`src/rtl/alu_writeback.sv`:
```
// alu_writeback: writeback stage directly downstream of the ALU.
//
// Registers the ALU result onto the register-file write port and owns the
// architectural status register (SREG), which feeds back to the ALU flags
// input. A 16-bit multiply product is written as two single-port writes:
// R0 gets the low byte, then R1 gets the high byte on the following cycle.
//
// state  | meaning
// -------+-------------------------------------------------------------
// IDLE   | ready for a new ALU result; one accept per cycle
// MUL_HI | low product byte being written; high byte write is pending
//
// Ports:
//   clk, reset      rising-edge clock; synchronous active-high reset
//   in_valid/ready  handshake with the control unit (accept = both high)
//   is_mul          mul_in carries a 16-bit product to serialise
//   wr_rd_en        write alu_in to rd_addr (ignored for products)
//   rd_addr, alu_in, mul_in   destination and result data
//   flags_in/we     ALU flags, committed to SREG on accept
//   sreg_io_*       direct SREG write, independent of the handshake
//   sreg            current SREG
//   rf_wr_*         registered register-file write port
//   busy            multiply writeback in progress
module alu_writeback #(
  parameter int DATA_WIDTH     = 8,
  parameter int REG_ADDR_WIDTH = 5
) (
  input  logic                        clk,
  input  logic                        reset,
  input  logic                        in_valid,
  output logic                        in_ready,
  input  logic                        is_mul,
  input  logic                        wr_rd_en,
  input  logic [REG_ADDR_WIDTH-1:0]   rd_addr,
  input  logic [DATA_WIDTH-1:0]       alu_in,
  input  logic [2*DATA_WIDTH-1:0]     mul_in,
  input  logic [DATA_WIDTH-1:0]       flags_in,
  input  logic                        flags_we,
  input  logic                        sreg_io_we,
  input  logic [DATA_WIDTH-1:0]       sreg_io_data,
  output logic [DATA_WIDTH-1:0]       sreg,
  output logic                        rf_wr_en,
  output logic [REG_ADDR_WIDTH-1:0]   rf_wr_addr,
  output logic [DATA_WIDTH-1:0]       rf_wr_data,
  output logic                        busy
);

  typedef enum logic {
    IDLE   = 1'b0,
    MUL_HI = 1'b1
  } state_t;

  state_t                      state, state_nxt;
  logic [DATA_WIDTH-1:0]       hi_byte, hi_byte_nxt;
  logic [DATA_WIDTH-1:0]       sreg_nxt;
  logic                        wr_en_nxt;
  logic [REG_ADDR_WIDTH-1:0]   wr_addr_nxt;
  logic [DATA_WIDTH-1:0]       wr_data_nxt;
  logic                        accept;

  assign in_ready = (state == IDLE) & ~reset;
  assign busy     = (state == MUL_HI);
  assign accept   = in_valid & in_ready;

  always_comb begin
    state_nxt   = state;
    hi_byte_nxt = hi_byte;
    wr_en_nxt   = 1'b0;
    wr_addr_nxt = rf_wr_addr;
    wr_data_nxt = rf_wr_data;
    sreg_nxt    = sreg;

    case (state)
      IDLE: begin
        if (accept) begin
          if (is_mul) begin
            wr_en_nxt   = 1'b1;
            wr_addr_nxt = REG_ADDR_WIDTH'(0);
            wr_data_nxt = mul_in[DATA_WIDTH-1:0];
            hi_byte_nxt = mul_in[2*DATA_WIDTH-1:DATA_WIDTH];
            state_nxt   = MUL_HI;
          end else if (wr_rd_en) begin
            // Address/data only move on a real write so the port holds its
            // last values otherwise and a don't-care alu_in never lands here.
            wr_en_nxt   = 1'b1;
            wr_addr_nxt = rd_addr;
            wr_data_nxt = alu_in;
          end
        end
      end
      MUL_HI: begin
        wr_en_nxt   = 1'b1;
        wr_addr_nxt = REG_ADDR_WIDTH'(1);
        wr_data_nxt = hi_byte;
        state_nxt   = IDLE;
      end
      default: state_nxt = IDLE;
    endcase

    // Direct SREG write is applied last so it wins over committed flags.
    if (accept && flags_we) sreg_nxt = flags_in;
    if (sreg_io_we)         sreg_nxt = sreg_io_data;
  end

  always_ff @(posedge clk) begin
    if (reset) begin
      state      <= IDLE;
      hi_byte    <= '0;
      sreg       <= '0;
      rf_wr_en   <= 1'b0;
      rf_wr_addr <= '0;
      rf_wr_data <= '0;
    end else begin
      state      <= state_nxt;
      hi_byte    <= hi_byte_nxt;
      sreg       <= sreg_nxt;
      rf_wr_en   <= wr_en_nxt;
      rf_wr_addr <= wr_addr_nxt;
      rf_wr_data <= wr_data_nxt;
    end
  end

endmodule

```
`config.mk`:
```
export PLATFORM = sky130hd
export DESIGN_NAME = alu_writeback
export DESIGN_NICKNAME = d
export VERILOG_FILES = /design/src/rtl/alu_writeback.sv
export SDC_FILE = /design/constraint.sdc
export NUM_CORES = 1
export LEC_CHECK = 0
export CAP_MARGIN = 30
export CORE_ASPECT_RATIO = 1.2
export CORE_MARGIN = 8
export CORE_UTILIZATION = 39
export CTS_CLUSTER_DIAMETER = 30
export DETAILED_ROUTE_END_ITERATION = 8
export GPL_TIMING_DRIVEN = 0
export MAX_ROUTING_LAYER = met4
export PLACE_DENSITY = 0.88
export RECOVER_POWER = 50
export SLEW_MARGIN = 20
export SYNTH_ARGS = -nofsm -noshare
export SYNTH_HDL_FRONTEND = slang
export SYNTH_SLANG_ARGS = --single-unit
```
`constraint.sdc`:
```
create_clock -name clk -period 1.7 [get_ports clk]
set_input_delay 0.255 -clock clk [delete_from_list [all_inputs] [get_ports clk]]
set_output_delay 0.255 -clock clk [all_outputs]
set_load 0.01 [all_outputs]
```
Word level (Yosys, flattened, before mapping)

Cells that the tools add are included.

Output and inout bits: 24
Flip-flop bits (word level): 31
Bits of input ports: 52
Word-level logic and storage cells: 33

Eq/ne operators: 2
Mux-type cells: 17
Reductions and logical operators: 4
Bitwise gates (word level): 4

Operators with widths:

| kind                                  | number |
|---|---|
| two-way mux 8 bit                     | 5 |
| case mux 8 bit (2 select lines)       | 1 |
| two-way mux 5 bit                     | 3 |
| case mux 5 bit (2 select lines)       | 1 |
| two-way mux 1 bit                     | 5 |
| case mux 1 bit (2 select lines)       | 2 |
| != test 3 bit (second input constant) | 1 |
| AND reduction 3 bit                   | 1 |
| bitwise AND 1 bit                     | 2 |
| != test 2 bit (second input constant) | 1 |
| NOT 1 bit                             | 2 |
| AND reduction 2 bit                   | 1 |
| nonzero test 2 bit                    | 1 |
| logical AND 1 bit                     | 1 |

Logic depth before layout (Yosys ltp)

Word-level depth: 6
Gate-level depth with buffers: 5
Depth with buffers taken out: 3

Worst setup path after synthesis

Ideal clock, no wire load.

Path kind: in2reg
Start point: in reset
End point: reg rf_wr_data[0]
Buffers on the path: 2
Data arrival time: 1199 ps
Library setup time: 122 ps
Setup slack: 379 ps
Stages on the path: 5
Required time: 1578 ps
Path through: buf_4 > nand2b_1 > or2_0 > buf_2 > a221o_1

Cells in the longest elaborated chain, start to end: 5

Ends and longest elaborated chain:

| item                                 | line | RTL |
|---|---|---|
| start, declared                      | 29   | `input logic reset,` |
| NOT 1 bit                            | 61   | `assign in_ready = (state == IDLE) & ~reset;` |
| bitwise AND 1 bit                    | 61   |  |
| bitwise AND 1 bit                    | 63   | `assign accept = in_valid & in_ready;` |
| != test 2 bit (no source line)       | --   |  |
| AND reduction 2 bit (no source line) | --   |  |
| end signal, assigned                 | 119  | `rf_wr_data <= wr_data_nxt;` |
| end, declared                        | 44   | `output logic [DATA_WIDTH-1:0] rf_wr_data,` |

Several ways; a longest one is shown, not always the timed one.
A chain may end at the register's enable or synchronous reset.

Final worst setup path

Start point: in is_mul
End point: reg rf_wr_data[2]

Cells in the longest elaborated chain, start to end: 3
Elaborated cells between the ends (all ways): 5
Classes of those cells: 1 x eq/ne; 3 x mux; 1 x reduce/logical

Ends and longest elaborated chain:

| item                            | line | RTL |
|---|---|---|
| start, declared                 | 32   | `input logic is_mul,` |
| two-way mux 8 bit               | 76   | `if (is_mul) begin` |
| two-way mux 8 bit               | 75   | `if (accept) begin` |
| case mux 8 bit (2 select lines) | 73   | `case (state)` |

Several ways; a longest one is shown, not always the timed one. The select of a mux whose other input is x is not followed.

==> results.ini <==
[status]
result_of_the_run=completed

[setup_path]
reg2regPathDepth=3
worstSetupPathType=primary input to flop
critical_path.reg2reg.endpoint=rf_wr_data[0]$_SDFFE_PP0P_
worstPathArrival_ns=1.82
worst-path-max-fanout=10
worst_setup_path_end_kind=flop
worst_setup_path_start_kind=primary input
timing.critical_path.required_ns=1.87
rrSetupSlack_ns=0.24
timing.rr.start=busy$_SDFF_PN0_

[routing]
first_iter_violations=65
drt.antenna.violating_nets=0
dr_vias=1433
post-route-drc-count=0
routedWlPerCell_um=15.9
finalWirelength_um=4350
drt_pre_antenna_iters=4
routed_via_density=5.23

[floorplan]
floorplan.initialDensity_pct=40.3
dieHeight_um=82.8
rows=24
width_of_the_die_um=71.7
core_area_um2=3600
num_io_pins=76
dieArea_um2=5940

[worst_hold_path]
holdCritPathClass=primary input to flop
hold-path-endpoint=sreg[5]$_SDFFE_PP0P_
holdPathStages=3
holdCritStartpoint=sreg_io_we

[clock_network]
cts_buffers=5
insertion_delay_ns=0.28
cts_sinks=31
clk_pin_slew_worst_paths_ns=0.06
cts.htree.levels=2
tritoncts=done
post_cts_hold_buffer_count=0
clock-root-buffer=clkbuf_8
clockBufferDepth=2

[cells_and_area]
postLayoutCoreUtil_pct=65.1
multiInputGateArea_um2=763
layout.cells.non_filler=274
highest_count_cells_in_the_layout_ignoring_fill_and_taps=51 x clkdlybuf4s50_1, 31 x dfxtp_1, 24 x mux2i_1
final_layout_size_suffix_gt1_share_pct=8.94
synthToLayoutAreaGrowth_pct=61.7
fill_cells=305
finish.instance_area_um2=2350
combined_flip_flop_and_latch_cell_area_um2=621
num_antenna_cells=0
layout.nets=287
layout.cells.most_common=clkdlybuf4s50_1

[place]
dpl_cell_area_um2=2240
placedCellCount=266
io_buffer_count=74
detailed_placement_wirelength_estimate_um=3460
finalWeightedCongestion=0.846
dpl_worst_slack_ns=-0.405

[logic_synthesis]
yosys_warnings=0
synth-seq-cells=31
ys_types=24
netlist_area_um2=1450
synth_nets=205
syn-instance-count=153
ys_seq_area_share_pct=42.8
synth_simple_gate_area_share_pct=21.6
synthesis.area_per_instance_um2=9.49
synth-xor-area-share_pct=0
dominant_combinational_cell_family_by_area_after_synthesis=simple AND/OR/NAND/NOR gates
area_fraction_in_compound_gates_after_synthesis_pct=13.9
synthMuxAreaShare_pct=16.6
synthAdderAreaFrac_pct=0

[sta]
setup_violations=0
finalHoldWorstSlack_ns=0.459
tightest_slew_ns=0.536
drv_slew=0
clock.fmax_mhz=609
setup_total_negative_slack_ns=0
finClkSkew_ns=0.00483
report.final.hold_viol_count=0
final_critical_path_setup_slack_ns=0.0568
period_minus_slack_ns=1.64
max-slew-margin-rel_pct=64.2
final.period_utilization_pct=96.7
grt_setup_unrepaired=no

[power_and_ir_drop]
leakagePower_nw=0.957
power.density_nw_per_um2=733
irDropWorstVdd_uv=403
p_total_mw=1.72

[job]
maxcap_viol_count=0

[global_route]
antenna_found_initial=0
grt_first_pass_wirelength_um=6970
grt_usage_pct=15.1
pin_count_of_the_biggest_net_entering_global_routing=11
gr-total-overflow=0
grt_pass1_vias=1460

[cell type report]
| class | count | share of cell area, % |
|---|---|---|
| inverter | 2 | 0.320 |
| timing repair buffer | 75 | 31.8 |
| tap | 39 | 2.08 |
| buffer | 14 | 3.09 |
| multi-input combinational | 106 | 32.5 |
| sequential | 31 | 26.4 |
| clock inverter | 1 | 0.213 |
| clock buffer | 6 | 3.52 |
[report_power, final]
group	internal [mW]	leakage, nW	switching (mW)
Clock	0.317	0.0470	0.259
Combinational	0.217	0.656	0.145
Sequential	0.765	0.254	0.0183
[sequential cells by signal, indices dropped and copies added (netlist names)]
register / flops
busy: 1
hi_byte: 8
rf_wr_addr: 5
rf_wr_data: 8
rf_wr_en: 1
sreg: 8
[repair_timing]
item | 4_1_cts | 5_1_grt
resized for setup | 2 | 4
setup buffers | 1 | 0
pin swaps | 1 | 0
setup endpoints to repair | 1 | 3
[worst max-delay path: stages]
cell and delay, ns:
clkdlybuf4s50_1 0.55, buf_2 0.32, mux2i_1 0.27, nor3_1 0.08, a221o_1 0.35
[Yosys cell counts]
library cell / count / area share, %
o21ai_0: 1 / 0.34
buf_4: 2 / 1.0
nor2_2: 1 / 0.43
or2_1: 1 / 0.43
mux2i_1: 24 / 17
nor4bb_1: 2 / 1.4
inv_1: 2 / 0.52
clkbuf_1: 4 / 1.0
nand2b_1: 1 / 0.43
nor4b_4: 1 / 1.6
a2111oi_0: 1 / 0.60
and2_1: 1 / 0.43
a221o_1: 8 / 5.5
nor3b_1: 8 / 4.1
nor2_1: 18 / 4.7
a211oi_1: 9 / 4.7
nand2_1: 8 / 2.1
nor3_1: 16 / 5.5
buf_2: 7 / 2.4
dfxtp_1: 31 / 43
a21oi_1: 1 / 0.34
a22o_1: 4 / 2.4
or2_0: 1 / 0.43
buf_1: 1 / 0.26
[kinds of logic (layout without fill, tap and decap cells)]
logic type             count (synthesis)  count (layout)
AO/OA/AOI/OAI                         24              24
buffers and inverters                 16              98
flip-flops                            31              31
multiplexers                          24              24
AND/OR/NAND/NOR                       58              58
[layer usage]
layer	part of all wire [%]	global-route usage [%]
met1	40	15.4
met2	54	26.2
met3	4.3	4.33
met4	1.8	5.96
met5	0	-
[worst max-delay path by stage]
| stage | from | to | slack [ns] | depth (start not counted) |
|---|---|---|---|---|
| floorplan | reset | rf_wr_data[0]$_SDFFE_PP0P_ | 0.38 | 5 |
| CTS | reset | rf_wr_addr[0]$_SDFFE_PP0P_ | 0.05 | 6 |
| global route | is_mul | rf_wr_data[2]$_SDFFE_PP0P_ | 0.004 | 5 |
| global placement | reset | in_ready | -0.39 | 4 |
| detailed placement | reset | in_ready | -0.41 | 4 |
| finish | is_mul | rf_wr_data[2]$_SDFFE_PP0P_ | 0.06 | 5 |
Note: power is estimated with default switching activity, not from simulation.
